$ cat src/rtl/four_digit_led_monitor.sv
// four_digit_led_monitor: rebuilds the 16-bit hex word from a multiplexed four-digit seven-segment display
module four_digit_led_monitor #(
  parameter int SETTLE = 2
) (
  input  logic        clk,
  input  logic        reset,
  input  logic        an3,
  input  logic        an2,
  input  logic        an1,
  input  logic        an0,
  input  logic [6:0]  LED,
  output logic [15:0] char_out,
  output logic        char_valid,
  output logic        char_changed,
  output logic        glyph_err,
  output logic        overlap_err
);
  typedef enum logic [1:0] {ST_IDLE, ST_SETTLE, ST_HOLD, ST_OVERLAP} state_t;
  localparam logic [3:0] SETTLE_N = 4'(SETTLE);
  state_t      state_q, state_d;
  logic [3:0]  an_q, an_d, prev_an_q;
  logic [6:0]  led_q, led_d, prev_led_q;
  logic [3:0]  run_q, run_d;
  logic [15:0] slot_q, slot_d;
  logic [3:0]  cap_q, cap_d;
  logic        first_q, first_d;
  logic [15:0] char_out_q, char_out_d;
  logic        valid_q, valid_d;
  logic        changed_q, changed_d;
  logic        glyph_err_q, glyph_err_d;
  logic        overlap_err_q, overlap_err_d;
  logic [3:0]  low;
  logic        one_low, same, legal, sample, done;
  logic [3:0]  nib;
  logic [1:0]  idx;
  always_comb begin
    legal = 1'b1;
    nib = 4'h0;
    case (led_q)
      7'h01: nib = 4'h0;
      7'h4F: nib = 4'h1;
      7'h12: nib = 4'h2;
      7'h06: nib = 4'h3;
      7'h4C: nib = 4'h4;
      7'h24: nib = 4'h5;
      7'h20: nib = 4'h6;
      7'h0F: nib = 4'h7;
      7'h00: nib = 4'h8;
      7'h04: nib = 4'h9;
      7'h08: nib = 4'hA;
      7'h60: nib = 4'hB;
      7'h31: nib = 4'hC;
      7'h42: nib = 4'hD;
      7'h30: nib = 4'hE;
      7'h38: nib = 4'hF;
      default: legal = 1'b0;
    endcase
  end
  always_comb begin
    an_d = {an3, an2, an1, an0};
    led_d = LED;
    low = ~an_q;
    one_low = (low != 4'd0) && ((low & (low - 4'd1)) == 4'd0);
    idx = low[3] ? 2'd3 : low[2] ? 2'd2 : low[1] ? 2'd1 : 2'd0;
    same = (an_q == prev_an_q) && (led_q == prev_led_q);
    // run_d counts the cycles the registered pair has been held, including this one
    run_d = !same ? 4'd1 : (run_q == 4'hF) ? run_q : run_q + 4'd1;
    sample = one_low && !(state_q == ST_HOLD && same) && (run_d >= SETTLE_N);
    state_d = (low == 4'd0) ? ST_IDLE :
              !one_low ? ST_OVERLAP :
              sample ? ST_HOLD :
              (state_q == ST_HOLD && same) ? ST_HOLD : ST_SETTLE;
    overlap_err_d = (low != 4'd0) && !one_low && (state_q != ST_OVERLAP);
    glyph_err_d = sample && !legal;
    done = (cap_q == 4'hF);
    slot_d = slot_q;
    cap_d = done ? 4'd0 : cap_q;
    if (sample && legal) begin
      slot_d[{idx, 2'b00} +: 4] = nib;
      cap_d[idx] = 1'b1;
    end
    char_out_d = done ? slot_q : char_out_q;
    valid_d = done;
    changed_d = done && ((slot_q != char_out_q) || first_q);
    first_d = first_q && !done;
  end
  always_ff @(posedge clk) begin
    if (reset) begin
      state_q <= ST_IDLE;
      an_q <= 4'hF;
      led_q <= 7'h7F;
      prev_an_q <= 4'hF;
      prev_led_q <= 7'h7F;
      run_q <= 4'd0;
      slot_q <= 16'h0000;
      cap_q <= 4'd0;
      first_q <= 1'b1;
      char_out_q <= 16'h0000;
      valid_q <= 1'b0;
      changed_q <= 1'b0;
      glyph_err_q <= 1'b0;
      overlap_err_q <= 1'b0;
    end else begin
      state_q <= state_d;
      an_q <= an_d;
      led_q <= led_d;
      prev_an_q <= an_q;
      prev_led_q <= led_q;
      run_q <= run_d;
      slot_q <= slot_d;
      cap_q <= cap_d;
      first_q <= first_d;
      char_out_q <= char_out_d;
      valid_q <= valid_d;
      changed_q <= changed_d;
      glyph_err_q <= glyph_err_d;
      overlap_err_q <= overlap_err_d;
    end
  end
  assign char_out = char_out_q;
  assign char_valid = valid_q;
  assign char_changed = changed_q;
  assign glyph_err = glyph_err_q;
  assign overlap_err = overlap_err_q;
endmodule
$ cat config.mk
export PLATFORM = sky130hd
export DESIGN_NAME = four_digit_led_monitor
export DESIGN_NICKNAME = d
export VERILOG_FILES = /design/src/rtl/four_digit_led_monitor.sv
export SDC_FILE = /design/constraint.sdc
export NUM_CORES = 1
export LEC_CHECK = 0
export BUFFER_PORTS_ARGS = -buffer_cell sky130_fd_sc_hd__buf_2
export CAP_MARGIN = 20
export CORE_MARGIN = 8
export CORE_UTILIZATION = 59
export CTS_CLUSTER_DIAMETER = 200
export DETAILED_ROUTE_END_ITERATION = 10
export GPL_TIMING_DRIVEN = 0
export HOLD_SLACK_MARGIN = 0.02
export PLACE_DENSITY = 0.79
export SYNTH_ARGS = -nofsm -noshare
export SYNTH_HDL_FRONTEND = slang
export SYNTH_SLANG_ARGS = --single-unit
export TNS_END_PERCENT = 20
$ cat constraint.sdc
create_clock -name clk -period 2.35 [get_ports clk]
set_input_delay 0.1175 -clock clk [delete_from_list [all_inputs] [get_ports clk]]
set_output_delay 0.1175 -clock clk [all_outputs]
set_load 0.01 [all_outputs]
Word level (Yosys, flattened, before mapping). Cells that the tools add are included.

Output and inout bits: 20. Flip-flop bits (word level): 69. Word-level logic and storage cells: 85.

Add/sub/neg operators: 3. Shifts and indexed selects: 2. Multiplexer cells: 15. $lt $le $gt $ge: 3. Equal/unequal tests: 22. Reduce and logical (&&, ||, !) cells: 23. Bitwise gates (word level): 3.

Operators by type and width (count): $pmux W4 S15 (1); $eq A7 B6 Y1 const B (5); $eq A7 B7 Y1 const B (4); $bwmux W16 (1); $mux W4 (4); $ne A16 B16 Y1 (1); $reduce_or A16 Y1 (1); $shift A4 B6 Y16 const A (1); $shiftx A4 B6 Y16 (1); $eq A7 B3 Y1 const B (2); $eq A7 B4 Y1 const B (2); $logic_and A1 B1 Y1 (12); $mux W2 (5); $eq A4 B4 Y1 const B (2); $logic_not A4 Y1 (2); $eq A7 B1 Y1 const B (1); $eq A7 B5 Y1 const B (1); $eq A7 B7 Y1 (1); $logic_not A7 Y1 (1); $neg A4 Y6 (1); $add A4 B1 Y4 const B (1); $and A4 B4 Y4 (1); $eq A4 B4 Y1 (1); $ge A4 B2 Y1 const B (1); 13 further kinds (18).

Depth between registers and ports, before layout. Gate-level depths: netlist of the first run.

Depth in word-level cells: 10. Gate-level depth with buffers: 8. Gate-level depth less buffers: 7.

Worst setup path after synthesis of the first run. No wires, ideal clock.

Path kind: reg-to-reg. Start: register run_q[0]. End: register slot_q[0]. Path slack: 0.552 ns. Stages on the path, launching flop included: 7. Arrival: 1.726 ns. Required time: 2.278 ns. Setup time: 0.072 ns. Period minus slack after synthesis: 1.798 ns. Path through: dfxtp_1 ha_1 or2_2 o221a_2 buf_2 o2111ai_4 mux2i_1.

Word-level cells in the longest chain between the ends: 6. Elaborated cells on any way between the ends: 7. Classes of those cells: add/sub: 1; order compare: 1; eq/ne: 1; mux: 2; reduce/logical: 2.

Ends and longest elaborated chain: start: declaration (line 23) `logic [3:0] run_q, run_d;`; start signal: assignment (line 109) `run_q <= run_d;`; $add A4 B1 Y4 or $eq A4 B4 Y1 (tied branches) (line 67) `run_d = !same ? 4'd1 : (run_q == 4'hF) ? run_q : run_q + 4'd1;`; $mux W4 (*) (2 in series) (line 67); $ge A4 B2 Y1 (*) (line 68) `sample = one_low && !(state_q == ST_HOLD && same) && (run_d >= SETTLE_N);`; $logic_and A1 B1 Y1 (*) (line 68); $logic_and A1 B1 Y1 (*) (line 78) `if (sample && legal) begin`; end signal: assignment (line 110) `slot_q <= slot_d;`; end: declaration (line 24) `logic [15:0] slot_q, slot_d;`.

Every way passes the cells marked *; elsewhere a longest branch is shown, timed or not. A chain may end at the register's enable or synchronous reset.

Worst setup path after layout of the first run.
Start: register run_q[0]. End: register slot_q[15].

Same word-level chain as after synthesis.

==> results of run 1 <==
-- kinds of logic after synthesis --
group,Yosys count,share of synthesized area [%]
flip-flops,69,40.00
multiplexers,17,4.927
buffers and inverters,30,4.674
AO/OA/AOI/OAI,66,15.18
AND/OR/NAND/NOR,152,24.46
adder cells (fa/ha/maj),8,2.899
XOR/XNOR,31,7.862
-- flip-flops by register name (all words and copies together) (netlist names), 4 cells and up --
register,cells
an_q,4
cap_q,4
char_out,16
led_q,7
prev_an_q,4
prev_led_q,7
run_q,4
slot_q,16
-- routing by layer --
metal	vias up	track usage (%)	share of wire, %
met4	0	8.725	2.3
met5	-	0	0
met2	54	31.23	49
met3	15	5.016	4.9
li1	1394	-	-
met1	1307	20.15	44
-- how the worst min path moves through the flow --
stage	startpoint	endpoint	slack (ns)	cells after the start
2_1_floorplan	an0	an_q[0]	0.22	1
3_3_place_gp	an3	an_q[3]	0.30	2
3_5_place_dp	an3	an_q[3]	0.30	2
4_1_cts	reset	prev_led_q[4]	0.09	2
5_1_grt	reset	prev_led_q[4]	0.11	2
6_report	reset	prev_led_q[4]	0.10	2
-- power breakdown --
group | total (mW) | internal [mW] | switching [mW] | leakage (nW)
sequential | 1.21 | 1.19 | 0.0155 | 0.562
clock | 1.22 | 0.793 | 0.429 | 0.130
combinational | 0.221 | 0.102 | 0.120 | 1.05
total | 2.65 | 2.09 | 0.565 | 1.74
-- stage by stage --
step / setup slack, ns / std cells
6_report: 0.3146 / 507
4_1_cts: 0.2331 / 507
5_1_grt: 0.1058 / 507
2_1_floorplan: 0.5520 / 373
3_3_place_gp: 0.3050 / 480
3_5_place_dp: 0.2392 / 480
-- cell usage in the layout (no fill, tap or decap), types with 3 or more instances in the layout --
cell type      instances
buf_2                 38
nand4_1                4
nand2b_1              20
nand3_1                6
bufinv_16              3
nor2_1                13
nand3b_1               3
nor4_1                 3
o21ai_0                9
o2111ai_4              4
nand2_1               50
ha_1                   8
inv_1                  5
xor2_1                17
clkbuf_8              12
a21oi_1               29
nor3_1                 7
clkbuf_1              12
mux2i_1               17
or2_2                 23
o2111ai_1              3
xnor2_1               14
dfxtp_1               69
nor4bb_1               3
a211oi_1               4
dlygate4sd3_1         11
buf_6                  3
buf_4                  5
-- final cells by class --
class,count,share of cell area (%)
sequential,69,33.84
inverter,5,0.4598
clock inverter,3,2.207
clock buffer,13,4.139
tap,75,2.299
buffer,25,3.495
multi-input combinational,274,46.93
timing repair buffer,43,6.622
-- critical path, delay by kind of cell (launching register included) --
family	cells	cell delay, ns
AO/OA/AOI/OAI	3	0.70
flip-flops	1	0.35
buffers and inverters	1	0.26
adder cells (fa/ha/maj)	1	0.24
AND/OR/NAND/NOR	1	0.19
multiplexers	1	0.17
-- what timing repair did --
action	CTS	global route
hold buffers	11	0
endpoints found under the hold margin	11	0
endpoints found under the setup margin	0	3
resized for setup	0	1
==> out/metrics.cfg, run 1 <==
[finish]
ff_latch_area_um2=1381
area_growth_pct=18.19
nFillCells=491
layout-drive-gt1-share_pct=23.15
finish.utilization_pct=70.61
antenna_cells=0
final_area_um2=4081
finalNetCount=448
multi_input_area_um2=1916

[floorplan]
row_count=28
die_w_um=92.51
die_area_um2=8557
ios=33
coreArea_um2=5781
start_util_pct=59.74
die_h_um=92.51

[setup_path]
critPathMaxFanout=8
crit_end=slot_q[15]
r2r_slack_ns=0.31
critPathLaunch=run_q[0]
slowest_stage=dfxtp_1
critical_path.cell_chain=ha_1, and2_1, a21oi_1, o221a_2, buf_2, o2111ai_4, mux2i_1
slowest_delay_ns=0.35
cp-end-kind=flop
cp.arrival_ns=2.25
reg2regPathDepth=7
rr_endpoint=slot_q[15]
worstPathRequired_ns=2.57
critPathLaunchType=flop
crit_type=reg -> reg
r2r_start=run_q[0]

[clocking]
cts_made_buffers=9
cts-root-buf=clkbuf_8
cts_tree=done
ctsHtreeMaxLevel=3
cts.sinks=69
path_clk_slew_ns=0.07
cts_setup_buffers=0
insertion_delay_ns=0.34
clock_path_buffers=2

[synthesis]
synth_edf_count=0
netlist.area_leader.share_pct=40.00
synth_top_cells_by_count=dfxtp_1, nand2_1, a21oi_1
yosysWarningCount=0
synthTopCellsByArea=dfxtp_1, nand2_1, mux2i_1, xor2_1, a21oi_1
synth_top_area_cell=dfxtp_1
yosysSeqAreaShare_pct=40.00
synth_cell_types=54
avgSynthCellArea_um2=9.258
ys.flop_type=dfxtp_1
syn_area_um2=3453
yosysMostFrequentCell=dfxtp_1
synth_seq_cells=69
syn_inst=373
async_flop_share_pct=0
synth_fp_nets=394

[timing]
finalHoldViolations=0
slew-limit-headroom_pct=64.10
fin_crit_ns=2.035
tns_ns=0
grt_setup_unrepaired=no
worstMarginPinSlew_ns=0.5385
hold_slack_ns=0.1011
max_freq_mhz=491.3
finalSetupViolations=0
period_share_pct=86.61
slew_viol_final=0
finClkSkew_ns=0.01036

[routing]
wl_per_cell_um=14.64
first_pass_iters=4
viasPerCell=5.464
drc_errors=0
drt_wl_total_um=7424
num_vias=2770
drt_iter0_drc=88
postRouteAntennaNets=0

[global_routing]
grt_pass1_wl_um=12580
track_usage_pct=18.11
grt_pass1_vias=2731
grt_max_degree=12
grt-ovfl-total=0
antenna_found_initial=0

[place]
gp_congestion=0.8081
post_dp_cell_area_um2=3707
dp_hpwl_um=5405
port_buffers=32

[power_and_ir_drop]
vdd_drop_max_mv=0.4010
cellPowerDensity_nw_per_um2=649.4
p_leak_nw=1.738
design_power_total_mw=2.650

[hold_path]
hold_class=in -> reg

[outcome]
run_status=finished, final reports clean

[flow_run]
drv_cap=0

Note: power is estimated with default switching activity, not from simulation.
==> inputs of run 2 (changes only) <==
--- a/config.mk
+++ b/config.mk
@@ -5,6 +5,7 @@
 export SDC_FILE = /design/constraint.sdc
 export NUM_CORES = 1
 export LEC_CHECK = 0
+export ABC_AREA = 1
 export BUFFER_PORTS_ARGS = -buffer_cell sky130_fd_sc_hd__buf_2
 export CAP_MARGIN = 20
 export CORE_MARGIN = 8
@@ -13,7 +14,7 @@
 export DETAILED_ROUTE_END_ITERATION = 10
 export GPL_TIMING_DRIVEN = 0
 export HOLD_SLACK_MARGIN = 0.02
-export PLACE_DENSITY = 0.79
+export PLACE_DENSITY = 0.8
 export SYNTH_ARGS = -nofsm -noshare
 export SYNTH_HDL_FRONTEND = slang
 export SYNTH_SLANG_ARGS = --single-unit
==> run 2 against run 1 <==
Design area fell by 3.7%. Flip-flop and latch count did not move. Largest power group is now registers. Final cell count rose by 21%. Power fell by 16%. Wire length rose by 4.8%. Count of clock-buffer cells in the layout fell by 4.
==> out/metrics.cfg, run 2 <==
[clocking]
insertion_delay_ns=0.35
cts.sinks=69
cts_resized=0
cts_tree=done
clock_path_buffers=2
holdBufCountCts=12
path_clk_slew_ns=0.07
ctsHtreeMaxLevel=3
cts_made_buffers=9
cts-root-buf=clkbuf_8
cts_setup_buffers=0

[global_routing]
track_usage_pct=19.13
grt_pass1_vias=3071
grt_max_degree=14
grt-ovfl-total=0
grt_pass1_wl_um=13350
antenna_found_initial=0

[floorplan]
coreArea_um2=5540
row_count=27
die_h_um=91.99
die_w_um=91.99
start_util_pct=61.50
ios=33
die_area_um2=8462

[synthesis]
syn_area_um2=3407
synthTopCellsByArea=dfxtp_1, nand2_1, inv_1, nor2_1, nand4_1
syn_inst=483
yosysMostFrequentCell=nand2_1
synth-adder-area-share_pct=2.938
yosys.area_share.xor_xnor_pct=2.571
synth_fp_nets=504
synth_edf_count=0
synth_top_area_cell=dfxtp_1
yosysSeqAreaShare_pct=40.54
ys.flop_type=dfxtp_1
yosysWarningCount=0
avgSynthCellArea_um2=7.054
synth_seq_cells=69
synth_compound_area_share_pct=9.769
netlist.area_leader.share_pct=40.54
async_flop_share_pct=0
synth-simple-area-share_pct=33.86
synth_cell_types=37
synth_top_family_by_area=simple AND/OR/NAND/NOR gates
synth_top_cells_by_count=nand2_1, dfxtp_1, inv_1
synth_mux_area_share_pct=0

[timing]
finalHoldViolations=0
tns_ns=0
grt_setup_unrepaired=no
max_freq_mhz=498.4
worstMarginPinSlew_ns=0.5507
finalSetupViolations=0
period_share_pct=85.38
fin_crit_ns=2.006
finClkSkew_ns=0.01008
slew-limit-headroom_pct=63.28
slew_viol_final=0

[setup_path]
critPathMaxFanout=10
reg2regPathDepth=10
cp-end-kind=flop
cp.arrival_ns=2.29
worstPathRequired_ns=2.63
crit_type=reg -> reg
critPathLaunchType=flop

[routing]
wl_per_cell_um=12.70
first_pass_iters=5
num_vias=3219
viasPerCell=5.251
drt_wl_total_um=7783
drt_iter0_drc=187
postRouteAntennaNets=0
drc_errors=0

[finish]
layout-drive-gt1-share_pct=14.60
area_growth_pct=15.39
finalNetCount=559
antenna_cells=0
layout_commonest_cell=nand2_1
mostFrequentLayoutCells=nand2_1, dfxtp_1, inv_1
final_area_um2=3931

[place]
port_buffers=32
gp_congestion=0.9036
dp_hpwl_um=5647
post_dp_cell_area_um2=3657

[hold_path]
hold_depth=2
hold_class=in -> reg

[power_and_ir_drop]
p_leak_nw=1.908
cellPowerDensity_nw_per_um2=564.4
vdd_drop_max_mv=0.3306

[flow_run]
drv_cap=0

[outcome]
run_status=finished, final reports clean

==> run 2: changes by cell type after synthesis, sizes merged, moves of 5 or more <==
cell     before  now
nand3         7   25
nand4         4   28
mux2i        17    0
xor2         17    2
buf          14    5
o2111ai       7    1
o21ai        11   23
nand2b       20    0
or2          23   11
xnor2        14    8
nand2        50  125
inv           5   71
nor3         10    5
nor2         13   52
==> run 2: power by group <==
group          internal (mW)  total, mW  switching, mW  leakage, nW
clock                  0.365      0.806          0.441       0.0767
combinational         0.0727      0.202          0.129         1.27
sequential              1.19       1.21         0.0200        0.562
==> run 2: kinds of logic after synthesis <==
family,Yosys count
xor+xnor,10
flops,69
fa+ha+maj,8
compound gates,60
buf+inv,87
simple gates,249
==> run 2: worst paths after layout <==
path,startpoint,to,slack (ns)
worst max register to register,run_q[0],slot_q[14],0.34
worst min register to register,state_q[0],overlap_err,0.43
worst max-delay path,run_q[0],slot_q[14],0.34
worst min-delay path,reset,an_q[3],0.03
==> run 2: final cells by class <==
class	count	area (µm²)
clock buffer	9	123.9
buffer	15	81.33
timing repair buffer	44	280.3
multi-input combinational	327	1674
tap	72	90.09
inverter	72	270.3
clock inverter	5	30.03
fill	481	1609
sequential	69	1381
==> run 2: critical path, stage by stage, from the launching register on <==
cell and delay (ns):
dfxtp_1 0.40, ha_1 0.21, nand3_1 0.20, nand2_1 0.11, o21ai_1 0.11, o31ai_4 0.43, nor2_8 0.06, buf_4 0.18
nand4_1 0.08, nand2_1 0.07, nor2_1 0.10
==> run 2: layer usage <==
| metal | wire (µm) | vias up | GRT usage (%) |
|---|---|---|---|
| met1 | 3635 | 1464 | 23.24 |
| met3 | 421 | 9 | 4.564 |
| met5 | 0 | - | 0 |
| li1 | - | 1653 | - |
| met4 | 98 | 0 | 7.248 |
| met2 | 3628 | 93 | 31.94 |
==> run 2: per-stage QoR <==
step,hold slack (ns),utilization (%),instances,setup WS (ns),power [mW]
global route,0.04371,70.96,613,0.1521,2.305
floorplan,0.2213,-,483,0.5805,1.371
CTS,0.02133,70.96,613,0.3351,2.224
global placement,0.2988,66.01,587,0.4305,1.412
finish,0.02986,70.96,613,0.3436,2.219
detailed placement,0.3017,66.01,587,0.3605,1.420
